--- config.mk ---
export PLATFORM = sky130hd
export DESIGN_NAME = ct_mat_exu_mma_seq
export DESIGN_NICKNAME = d
export VERILOG_FILES = /design/src/rtl/ct_mat_exu_mma_seq.sv
export SDC_FILE = /design/constraint.sdc
export NUM_CORES = 1
export LEC_CHECK = 0
export BUFFER_PORTS_ARGS = -buffer_cell sky130_fd_sc_hd__buf_2
export CAP_MARGIN = 20
export CELL_PAD_IN_SITES_DETAIL_PLACEMENT = 1
export CELL_PAD_IN_SITES_GLOBAL_PLACEMENT = 1
export CORE_UTILIZATION = 45
export DETAILED_ROUTE_END_ITERATION = 12
export PLACE_DENSITY_LB_ADDON = 0.05
export SLEW_MARGIN = 30
export SYNTH_ARGS = -nofsm -noshare
export SYNTH_HDL_FRONTEND = slang
export SYNTH_SLANG_ARGS = --single-unit
--- constraint.sdc ---
create_clock -name forever_cpuclk -period 6.9 [get_ports forever_cpuclk]
set_input_delay 1.725 -clock forever_cpuclk [delete_from_list [all_inputs] [get_ports forever_cpuclk]]
set_output_delay 1.725 -clock forever_cpuclk [all_outputs]
set_load 0.01 [all_outputs]
--- src/rtl/ct_mat_exu_mma_seq.sv ---
// MMA step sequencer: walks M x N x ceil(K/K_CHUNK) MAC steps over a
// valid/ready handshake, then reports completion over a done handshake.
//
// Ports:
//   forever_cpuclk, cpurst          clock, sync active-high reset
//   idu_mat_mma_start_vld/_rdy      start handshake
//   x_sizeK/M/N                     operation sizes, latched at start
//   rtu_yy_xx_flush                 abort to IDLE, highest priority
//   seq_mac_step_vld/mac_seq_step_rdy, seq_mac_*  MAC step handshake
//   mat_idu_mma_done_vld/_rdy, _zero completion handshake
//   mat_seq_busy, mat_seq_step_cnt  status, saturating step counter
module ct_mat_exu_mma_seq #(
  parameter int K_CHUNK    = 4,
  parameter int KLEN_WIDTH = 3
) (
  input  logic                  forever_cpuclk,
  input  logic                  cpurst,
  input  logic                  idu_mat_mma_start_vld,
  output logic                  mat_idu_mma_start_rdy,
  input  logic [15:0]           x_sizeK,
  input  logic [7:0]            x_sizeM,
  input  logic [7:0]            x_sizeN,
  input  logic                  rtu_yy_xx_flush,
  output logic                  seq_mac_step_vld,
  input  logic                  mac_seq_step_rdy,
  output logic [7:0]            seq_mac_m_idx,
  output logic [7:0]            seq_mac_n_idx,
  output logic [15:0]           seq_mac_k_idx,
  output logic [KLEN_WIDTH-1:0] seq_mac_k_len,
  output logic                  seq_mac_k_first,
  output logic                  seq_mac_k_last,
  output logic                  mat_idu_mma_done_vld,
  input  logic                  idu_mat_mma_done_rdy,
  output logic                  mat_idu_mma_done_zero,
  output logic                  mat_seq_busy,
  output logic [31:0]           mat_seq_step_cnt
);

  typedef enum logic [1:0] {IDLE, RUN, DONE} st_e;

  localparam logic [16:0] KC = 17'(K_CHUNK);

  st_e                   st_q, st_d;
  logic [15:0]           szk_q, szk_d;
  logic [7:0]            szm_q, szm_d;
  logic [7:0]            szn_q, szn_d;
  logic [7:0]            m_q, m_d;
  logic [7:0]            n_q, n_d;
  logic [15:0]           k_q, k_d;
  logic [KLEN_WIDTH-1:0] len_q, len_d;
  logic                  kf_q, kf_d;
  logic                  kl_q, kl_d;
  logic                  dz_q, dz_d;
  logic [31:0]           cnt_q, cnt_d;
  logic                  xfer;

  // Chunk length / last flag of the chunk starting at k. 17-bit math so
  // k + K_CHUNK cannot wrap when sizeK is near 65535.
  function automatic logic [KLEN_WIDTH-1:0] f_len(
    input logic [15:0] k, input logic [15:0] sz);
    logic [16:0] rem;
    rem = {1'b0, sz} - {1'b0, k};
    if (rem >= KC) return KLEN_WIDTH'(K_CHUNK);
    return rem[KLEN_WIDTH-1:0];
  endfunction

  function automatic logic f_last(
    input logic [15:0] k, input logic [15:0] sz);
    return ({1'b0, k} + KC) >= {1'b0, sz};
  endfunction

  assign mat_idu_mma_start_rdy = (st_q == IDLE) && !rtu_yy_xx_flush && !cpurst;
  assign seq_mac_step_vld      = (st_q == RUN);
  assign mat_idu_mma_done_vld  = (st_q == DONE);
  assign mat_idu_mma_done_zero = dz_q;
  assign mat_seq_busy          = (st_q != IDLE);
  assign mat_seq_step_cnt      = cnt_q;
  assign seq_mac_m_idx         = m_q;
  assign seq_mac_n_idx         = n_q;
  assign seq_mac_k_idx         = k_q;
  assign seq_mac_k_len         = len_q;
  assign seq_mac_k_first       = kf_q;
  assign seq_mac_k_last        = kl_q;

  assign xfer = (st_q == RUN) && mac_seq_step_rdy;

  always_comb begin
    st_d  = st_q;
    szk_d = szk_q;
    szm_d = szm_q;
    szn_d = szn_q;
    m_d   = m_q;
    n_d   = n_q;
    k_d   = k_q;
    len_d = len_q;
    kf_d  = kf_q;
    kl_d  = kl_q;
    dz_d  = dz_q;
    cnt_d = cnt_q;
    // A transfer in a flush cycle still counts.
    if (xfer && (cnt_q != 32'hFFFF_FFFF)) cnt_d = cnt_q + 32'd1;
    if (rtu_yy_xx_flush) begin
      st_d = IDLE;
    end else begin
      unique case (st_q)
        IDLE: begin
          if (idu_mat_mma_start_vld && mat_idu_mma_start_rdy) begin
            szk_d = x_sizeK;
            szm_d = x_sizeM;
            szn_d = x_sizeN;
            m_d   = '0;
            n_d   = '0;
            k_d   = '0;
            len_d = f_len(16'd0, x_sizeK);
            kf_d  = 1'b1;
            kl_d  = f_last(16'd0, x_sizeK);
            if (x_sizeK == '0 || x_sizeM == '0 || x_sizeN == '0) begin
              st_d = DONE;
              dz_d = 1'b1;
            end else begin
              st_d = RUN;
              dz_d = 1'b0;
            end
          end
        end
        RUN: begin
          if (xfer) begin
            if (kl_q) begin
              k_d = '0;
              if (n_q == szn_q - 8'd1) begin
                n_d = '0;
                if (m_q == szm_q - 8'd1) begin
                  st_d = DONE;
                  dz_d = 1'b0;
                end else begin
                  m_d = m_q + 8'd1;
                end
              end else begin
                n_d = n_q + 8'd1;
              end
            end else begin
              k_d = k_q + 16'(K_CHUNK);
            end
            len_d = f_len(k_d, szk_q);
            kf_d  = (k_d == '0);
            kl_d  = f_last(k_d, szk_q);
          end
        end
        DONE: begin
          if (idu_mat_mma_done_rdy) st_d = IDLE;
        end
        default: st_d = IDLE;
      endcase
    end
  end

  always_ff @(posedge forever_cpuclk) begin
    if (cpurst) begin
      st_q  <= IDLE;
      szk_q <= '0;
      szm_q <= '0;
      szn_q <= '0;
      m_q   <= '0;
      n_q   <= '0;
      k_q   <= '0;
      len_q <= '0;
      kf_q  <= 1'b0;
      kl_q  <= 1'b0;
      dz_q  <= 1'b0;
      cnt_q <= '0;
    end else begin
      st_q  <= st_d;
      szk_q <= szk_d;
      szm_q <= szm_d;
      szn_q <= szn_d;
      m_q   <= m_d;
      n_q   <= n_d;
      k_q   <= k_d;
      len_q <= len_d;
      kf_q  <= kf_d;
      kl_q  <= kl_d;
      dz_q  <= dz_d;
      cnt_q <= cnt_d;
    end
  end

endmodule

==> results of run 1 <==
-- worst paths after layout --
kind	endpoint	cells after the start	from	slack (ns)
worst max register to register	seq_mac_k_len[2]	13	seq_mac_k_idx[2]	2.23
worst min register to register	szn_q[7]	2	szn_q[7]	0.48
worst min-delay path	szn_q[7]	2	szn_q[7]	0.48
worst max-delay path	seq_mac_k_len[2]	13	seq_mac_k_idx[2]	2.23
-- synthesized netlist by cell type, drive strengths merged (2+ instances only) --
library cell and n:
o31ai 3, xnor2 31, nand2b 6, nand2 110, a211o 4, nor3 17
o22ai 2, o211ai 3, o21ai 47, nor2b 5, a21oi 99, o221ai 3
a21boi 2, ha 42, a2111oi 3, nor4 13, a221oi 3, or2 3
o31a 2, xor2 27, a211oi 9, nand3b 2, o21bai 3, or3 29
mux2i 3, inv 56, clkbuf 30, nor3b 6, o21a 5, a41oi 2
a22oi 15, a21o 13, nand4b 3, buf 3, and4 7, a22o 2
and2 6, or4 10, nand3 35, nand4 20, nor2 68, dfxtp 104
and3 9
-- power by group through the flow --
stage                     clock (W)  sequential, W  combinational [W]
final                      0.000539       0.000619           0.000165
after global routing       0.000573       0.000621           0.000183
after CTS                  0.000555       0.000619           0.000164
after detailed placement          0       0.000633           0.000164
after global placement            0       0.000633           0.000157
after floorplan                   0       0.000629           0.000114
-- state kept, by name, summed over array words and instances, names as in the netlist, 3 cells and up --
register	cells
mat_seq_step_cnt	32
seq_mac_k_idx	16
szk_q	16
seq_mac_m_idx	8
seq_mac_n_idx	8
szm_q	8
szn_q	8
seq_mac_k_len	3
-- layout by cell type (no fill, tap or decap), drive strengths merged, types with 17 or more instances in the layout --
cell,instances
nor2,68
buf,116
inv,59
nor3,17
ha,42
dfxtp,104
o21ai,47
a21oi,99
xnor2,31
nand3,35
or3,29
xor2,27
nand2,110
nand4,20
-- area by class of cell --
type,count,area share (%)
multi-input cells,686,55.8
flip-flops and latches,104,26.9
repair buffers,116,7.72
well taps,184,2.98
clock buffers,9,2.91
inverters,56,2.72
clock inverters,7,0.987
-- kinds of logic after synthesis --
kind of cell / Yosys count / share of synthesized area [%]
and+or+nand+nor: 352 / 26.3
AOI/OAI and AO/OA: 229 / 21.4
DFF: 104 / 30.9
buffers and inverters: 89 / 5.11
xor gates and xnor gates: 58 / 7.54
adders and majority gates: 43 / 8.10
muxes: 4 / 0.613
-- layer usage --
layer / vias to the layer above / GRT usage, % / part of all wire [%]
met1: 3342 / 34.3 / 45
met3: 26 / 4.64 / 4.5
met2: 157 / 48.4 / 49
li1: 3334 / - / -
met5: - / 0 / 0
met4: 0 / 7.23 / 1.7
-- worst max-delay path: stages, from the launching register on --
cell and delay, ns:
sky130_fd_sc_hd__dfxtp_1 0.42, sky130_fd_sc_hd__ha_1 0.23, sky130_fd_sc_hd__nand3_1 0.26, sky130_fd_sc_hd__or3_1 0.43
sky130_fd_sc_hd__a21oi_1 0.47, sky130_fd_sc_hd__inv_1 0.11, sky130_fd_sc_hd__ha_1 0.42, sky130_fd_sc_hd__a21oi_1 0.23
sky130_fd_sc_hd__o21ai_1 0.14, sky130_fd_sc_hd__a2111o_1 0.44, sky130_fd_sc_hd__a211oi_1 0.32, sky130_fd_sc_hd__mux2i_1 0.12
sky130_fd_sc_hd__nor4_1 0.75, sky130_fd_sc_hd__o21ai_0 0.18
-- metrics by stage --
stage / setup WS [ns] / instances / area [um2] / hold WS (ns)
CTS: 2.29 / 1162 / 7730 / 0.479
detailed placement: 2.30 / 1146 / 7430 / 0.469
global route: 2.03 / 1162 / 7730 / 0.503
finish: 2.23 / 1162 / 7730 / 0.475
global placement: 2.58 / 1146 / 7420 / 0.459
floorplan: 2.81 / 879 / 6730 / 0.448
==> summary.log, run 1 <==
INFO  route          routed-via-count=6859
INFO  min_path       timing.hold.worst.class=reg2reg
INFO  clock_tree     post_cts_buffers=0
INFO  sta            rsz0062_at_grt=no
INFO  power_and_ir_drop comb_power_share=12.4%
INFO  route          wl_per_cell=18.1um
INFO  critical_path  worstSetupStartpointType=flop
INFO  final_layout   drive_above_1_share=15.0%
INFO  sta            tightest_slew=0.847ns
INFO  die            die_h=124um
INFO  final_layout   combined_area_of_the_multi_input_logic_cells=4310um2
INFO  route          totalWireLength=21000um
INFO  synth          ys_seq_area_share=30.9%
INFO  route          drt-pass1-iter-count=5
INFO  clock_tree     clock_sinks=104
INFO  power_and_ir_drop pwr_density_cell=171nW/um2
INFO  sta            period_share=67.6%
INFO  power_and_ir_drop power_report.internal_total=0.000960W
INFO  place          dp.final_hpwl=16000um
INFO  power_and_ir_drop cellLeakagePower=3.19nW
INFO  synth          synth.largest_area_cell=sky130_fd_sc_hd__dfxtp_1
INFO  synth          synthDistinctLibCells=70
INFO  clock_tree     clock-root-buffer=sky130_fd_sc_hd__clkbuf_16
INFO  final_layout   diodes=0
INFO  die            die_outline_area=15500um2
INFO  synth          synth_edf_count=0
INFO  clock_tree     cts_tree=yes
INFO  global_routing antenna_found_initial=0
INFO  power_and_ir_drop switching_power=0.000364W
INFO  synth          mappedNetlistArea=6730um2
INFO  critical_path  crit_arrival=4.88ns
INFO  critical_path  worstSetupPathType=reg2reg
INFO  final_layout   seqCellArea=2080um2
INFO  synth          async_reset_ff_share=0%
INFO  global_routing grt_overflow=0
INFO  clock_tree     postCtsResizedCells=0
INFO  sta            skew=0.00849ns
INFO  route          detail_route.vias_per_cell=5.90
INFO  synth          synth.net_count=960
INFO  sta            final_period_minus_worst_setup_slack=4.67ns
INFO  place          port_buffers=111
INFO  global_routing grt_start_max_net_pins=90
INFO  critical_path  critPathMaxFanout=9
INFO  clock_tree     worst_skew_pair.late_latency=0.36ns
INFO  clock_tree     ctsHoldBuffers=0
INFO  sta            slew_headroom=43.0%
INFO  place          gp_congestion=0.875
INFO  status         outcome=finished clean
INFO  global_routing grt_util_all_layers=27.4%
INFO  global_routing grt_pass1_vias=7015
INFO  power_and_ir_drop power.clock.fraction=40.7%
INFO  power_and_ir_drop switching_share_of_power=27.5%
INFO  clock_tree     cts-htree-levels=3
INFO  final_layout   finalCoreUtilization=53.0%
INFO  final_layout   syn2layout_area_growth=14.8%
INFO  critical_path  cp-end-kind=flop
INFO  final_layout   nFillCells=1914
INFO  die            i_o_pin_count=112
INFO  clock_tree     cts_made_buffers=9
INFO  synth          yosysTopAreaCellShare=30.9%
INFO  flow_run       drv_cap=0
INFO  power_and_ir_drop power.ir.vdd_worst=0.129mV
INFO  critical_path  critical_path_required=7.12ns
INFO  sta            final_setup_violation_count=0
INFO  sta            final-max-slew-violation-count=0
INFO  synth          synth_top_cells_by_area=sky130_fd_sc_hd__dfxtp_1, sky130_fd_sc_hd__ha_1, sky130_fd_sc_hd__a21oi_1, sky130_fd_sc_hd__nand2_1, sky130_fd_sc_hd__xnor2_1
INFO  sta            hold_violations=0
INFO  global_routing global_route_wire_length_before_repair=34900um
INFO  synth          yosys_most_used_dff=sky130_fd_sc_hd__dfxtp_1
INFO  die            placeableCoreArea=14600um2
INFO  final_layout   fin_nets=1054
INFO  power_and_ir_drop power_frac_seq=46.8%
INFO  die            die-width=124um
INFO  route          drt_drc_violations_left=0
INFO  synth          mean_instance_size_in_the_synthesized_netlist=7.66um2
INFO  die            row_count=44
INFO  clock_tree     clock_path_buffers=2
INFO  sta            maxClockFrequency=214MHz
INFO  die            initial_core_util=46.2%
INFO  synth          synth_cells=879
INFO  power_and_ir_drop report.power.total=0.00132W
INFO  synth          synth-warning-count=0
INFO  synth          ys_ff_latch=104
INFO  route          postRouteAntennaNets=0
INFO  sta            setup_tns=0ns
INFO  clock_tree     clkSlewWorstSetupHoldPaths=0.08ns
INFO  route          drt-initial-drc-count=304
Note: power is estimated with default switching activity, not from simulation.
==> inputs of run 2 (changes only) <==
--- a/config.mk
+++ b/config.mk
@@ -9,7 +9,7 @@
 export CAP_MARGIN = 20
 export CELL_PAD_IN_SITES_DETAIL_PLACEMENT = 1
 export CELL_PAD_IN_SITES_GLOBAL_PLACEMENT = 1
-export CORE_UTILIZATION = 45
+export CORE_UTILIZATION = 42
 export DETAILED_ROUTE_END_ITERATION = 12
 export PLACE_DENSITY_LB_ADDON = 0.05
 export SLEW_MARGIN = 30
==> constraint.sdc (replaced) <==
create_clock -name forever_cpuclk -period 4.6 [get_ports forever_cpuclk]
set_input_delay 1.15 -clock forever_cpuclk [delete_from_list [all_inputs] [get_ports forever_cpuclk]]
set_output_delay 1.15 -clock forever_cpuclk [all_outputs]
set_load 0.01 [all_outputs]
==> run 2 against run 1 <==
  * Global-route usage down 0.78 points
  * Combinational power grew 52%
  * Sequential cell count unchanged
  * Clock skew rose by 0.0013 ns
  * Total power rose by 51%
  * Cell count grew 3.2%
  * Critical endpoint unchanged
  * Largest cell class unchanged
==> summary.log, run 2 (synthesis gave the netlist of run 1 again) <==
INFO  place          dp.final_hpwl=16500um
INFO  min_path       hold_depth=2
INFO  power_and_ir_drop power.ir.vdd_worst=0.214mV
INFO  clock_tree     clkSlewWorstSetupHoldPaths=0.07ns
INFO  sta            skew=0.00983ns
INFO  critical_path  cp-end-kind=flop
INFO  final_layout   max_reg_flops=32
INFO  clock_tree     post_cts_buffers=0
INFO  place          port_buffers=111
INFO  sta            setup_tns=0ns
INFO  sta            rsz0062_at_grt=no
INFO  route          wl_per_cell=17.8um
INFO  clock_tree     cts_made_buffers=9
INFO  power_and_ir_drop cellLeakagePower=3.23nW
INFO  global_routing antenna_found_initial=1
INFO  die            row_count=45
INFO  global_routing grt_overflow=0
INFO  place          gp_congestion=0.854
INFO  final_layout   drive_above_1_share=15.6%
INFO  global_routing grt_start_max_net_pins=90
INFO  min_path       timing.hold.worst.class=reg2reg
INFO  route          detail_route.vias_per_cell=5.69
INFO  status         outcome=finished clean
INFO  route          postRouteAntennaNets=0
INFO  sta            slew_headroom=52.5%
INFO  die            i_o_pin_count=112
INFO  critical_path  worstSetupPathType=reg2reg
INFO  clock_tree     cts_tree=yes
INFO  die            die-width=129um
INFO  global_routing global_route_wire_length_before_repair=35000um
INFO  global_routing grt_util_all_layers=26.7%
INFO  critical_path  crit_arrival=4.54ns
INFO  die            die_h=129um
INFO  die            die_outline_area=16500um2
INFO  global_routing grt_pass1_vias=6935
INFO  final_layout   finalCoreUtilization=50.8%
INFO  final_layout   layout.cells.most_common_list=sky130_fd_sc_hd__buf_2, sky130_fd_sc_hd__nand2_1, sky130_fd_sc_hd__dfxtp_1
INFO  route          drt-pass1-iter-count=4
INFO  clock_tree     cts-htree-levels=3
INFO  clock_tree     clock_sinks=104
INFO  die            placeableCoreArea=15400um2
INFO  flow_run       drv_cap=0
INFO  sta            final-max-slew-violation-count=0
INFO  final_layout   layout_commonest_cell=sky130_fd_sc_hd__buf_2
INFO  clock_tree     worst_skew_pair.late_latency=0.36ns
INFO  route          drt-initial-drc-count=393
INFO  route          routed-via-count=6823
INFO  sta            final_period_minus_worst_setup_slack=4.29ns
INFO  die            initial_core_util=43.6%
INFO  clock_tree     clock_path_buffers=2
INFO  final_layout   syn2layout_area_growth=16.4%
INFO  final_layout   fin_nets=1063
INFO  route          totalWireLength=21400um
INFO  critical_path  worst-r2r-cell-count=13
INFO  sta            final_setup_violation_count=0
INFO  critical_path  worstSetupStartpointType=flop
INFO  sta            maxClockFrequency=233MHz
INFO  power_and_ir_drop pwr_density_cell=254nW/um2
INFO  route          drt_drc_violations_left=0
INFO  critical_path  critPathMaxFanout=8
INFO  sta            period_share=93.3%
INFO  sta            hold_violations=0
INFO  clock_tree     clock-root-buffer=sky130_fd_sc_hd__clkbuf_16
INFO  critical_path  critical_path_required=4.84ns
INFO  sta            tightest_slew=0.705ns
run 2: power breakdown:
part	switching (W)	internal (W)	leakage [nW]
Combinational	0.000151	0.0000999	2.25
Clock	0.000378	0.000435	0.149
Sequential	0.0000160	0.000911	0.840
Total	0.000546	0.00145	3.23
run 2: final timing paths:
check | from | endpoint | slack, ns
max | seq_mac_k_idx[4] | seq_mac_k_len[2] | 0.31
min | seq_mac_k_len[2] | seq_mac_k_len[2] | 0.47
max reg2reg | seq_mac_k_idx[4] | seq_mac_k_len[2] | 0.31
min reg2reg | seq_mac_k_len[2] | seq_mac_k_len[2] | 0.47
run 2: critical path, cell delays in order, from the launching register on:
cell and delay (ns):
sky130_fd_sc_hd__dfxtp_1 0.43, sky130_fd_sc_hd__nand4_1 0.31, sky130_fd_sc_hd__or3_1 0.40, sky130_fd_sc_hd__a21oi_1 0.48
sky130_fd_sc_hd__inv_1 0.23, sky130_fd_sc_hd__ha_1 0.40, sky130_fd_sc_hd__a21oi_1 0.17, sky130_fd_sc_hd__o22ai_1 0.21
sky130_fd_sc_hd__a21oi_1 0.06, sky130_fd_sc_hd__or3b_2 0.46, sky130_fd_sc_hd__a32o_1 0.23, sky130_fd_sc_hd__nor4_1 0.50
sky130_fd_sc_hd__buf_4 0.22, sky130_fd_sc_hd__o21ai_0 0.07
run 2: through the flow:
step | area, um2 | setup WS (ns) | cells | total power (W) | hold slack [ns]
after floorplan | 6730 | 0.754 | 879 | 0.00112 | 0.448
after global placement | 7520 | 0.445 | 1182 | 0.00119 | 0.458
after detailed placement | 7520 | 0.297 | 1182 | 0.00120 | 0.462
after CTS | 7830 | 0.269 | 1198 | 0.00201 | 0.475
after global routing | 7840 | 0.0434 | 1198 | 0.00208 | 0.497
final | 7840 | 0.308 | 1199 | 0.00199 | 0.470
run 2: layout make-up:
| type | count | area, um2 |
|---|---|---|
| Tap cell | 211 | 264 |
| Antenna cell | 1 | 2.50 |
| Clock inverter | 5 | 70.1 |
| Timing Repair Buffer | 125 | 664 |
| Inverter | 56 | 210 |
| Sequential cell | 104 | 2080 |
| Clock buffer | 11 | 233 |
| Multi-Input combinational cell | 686 | 4310 |
| Fill cell | 2010 | 7590 |
run 2: layer usage:
metal | GRT usage (%) | wire [um]
met1 | 32.4 | 9510
met2 | 46.9 | 10600
met3 | 5.41 | 846
met4 | 8.79 | 469
met5 | 0 | 0
run 2: timing repair:
item | in CTS | in global routing
endpoints found under the setup margin | 0 | 2
resized for setup | 0 | 1
hold buffers | 0 | 0
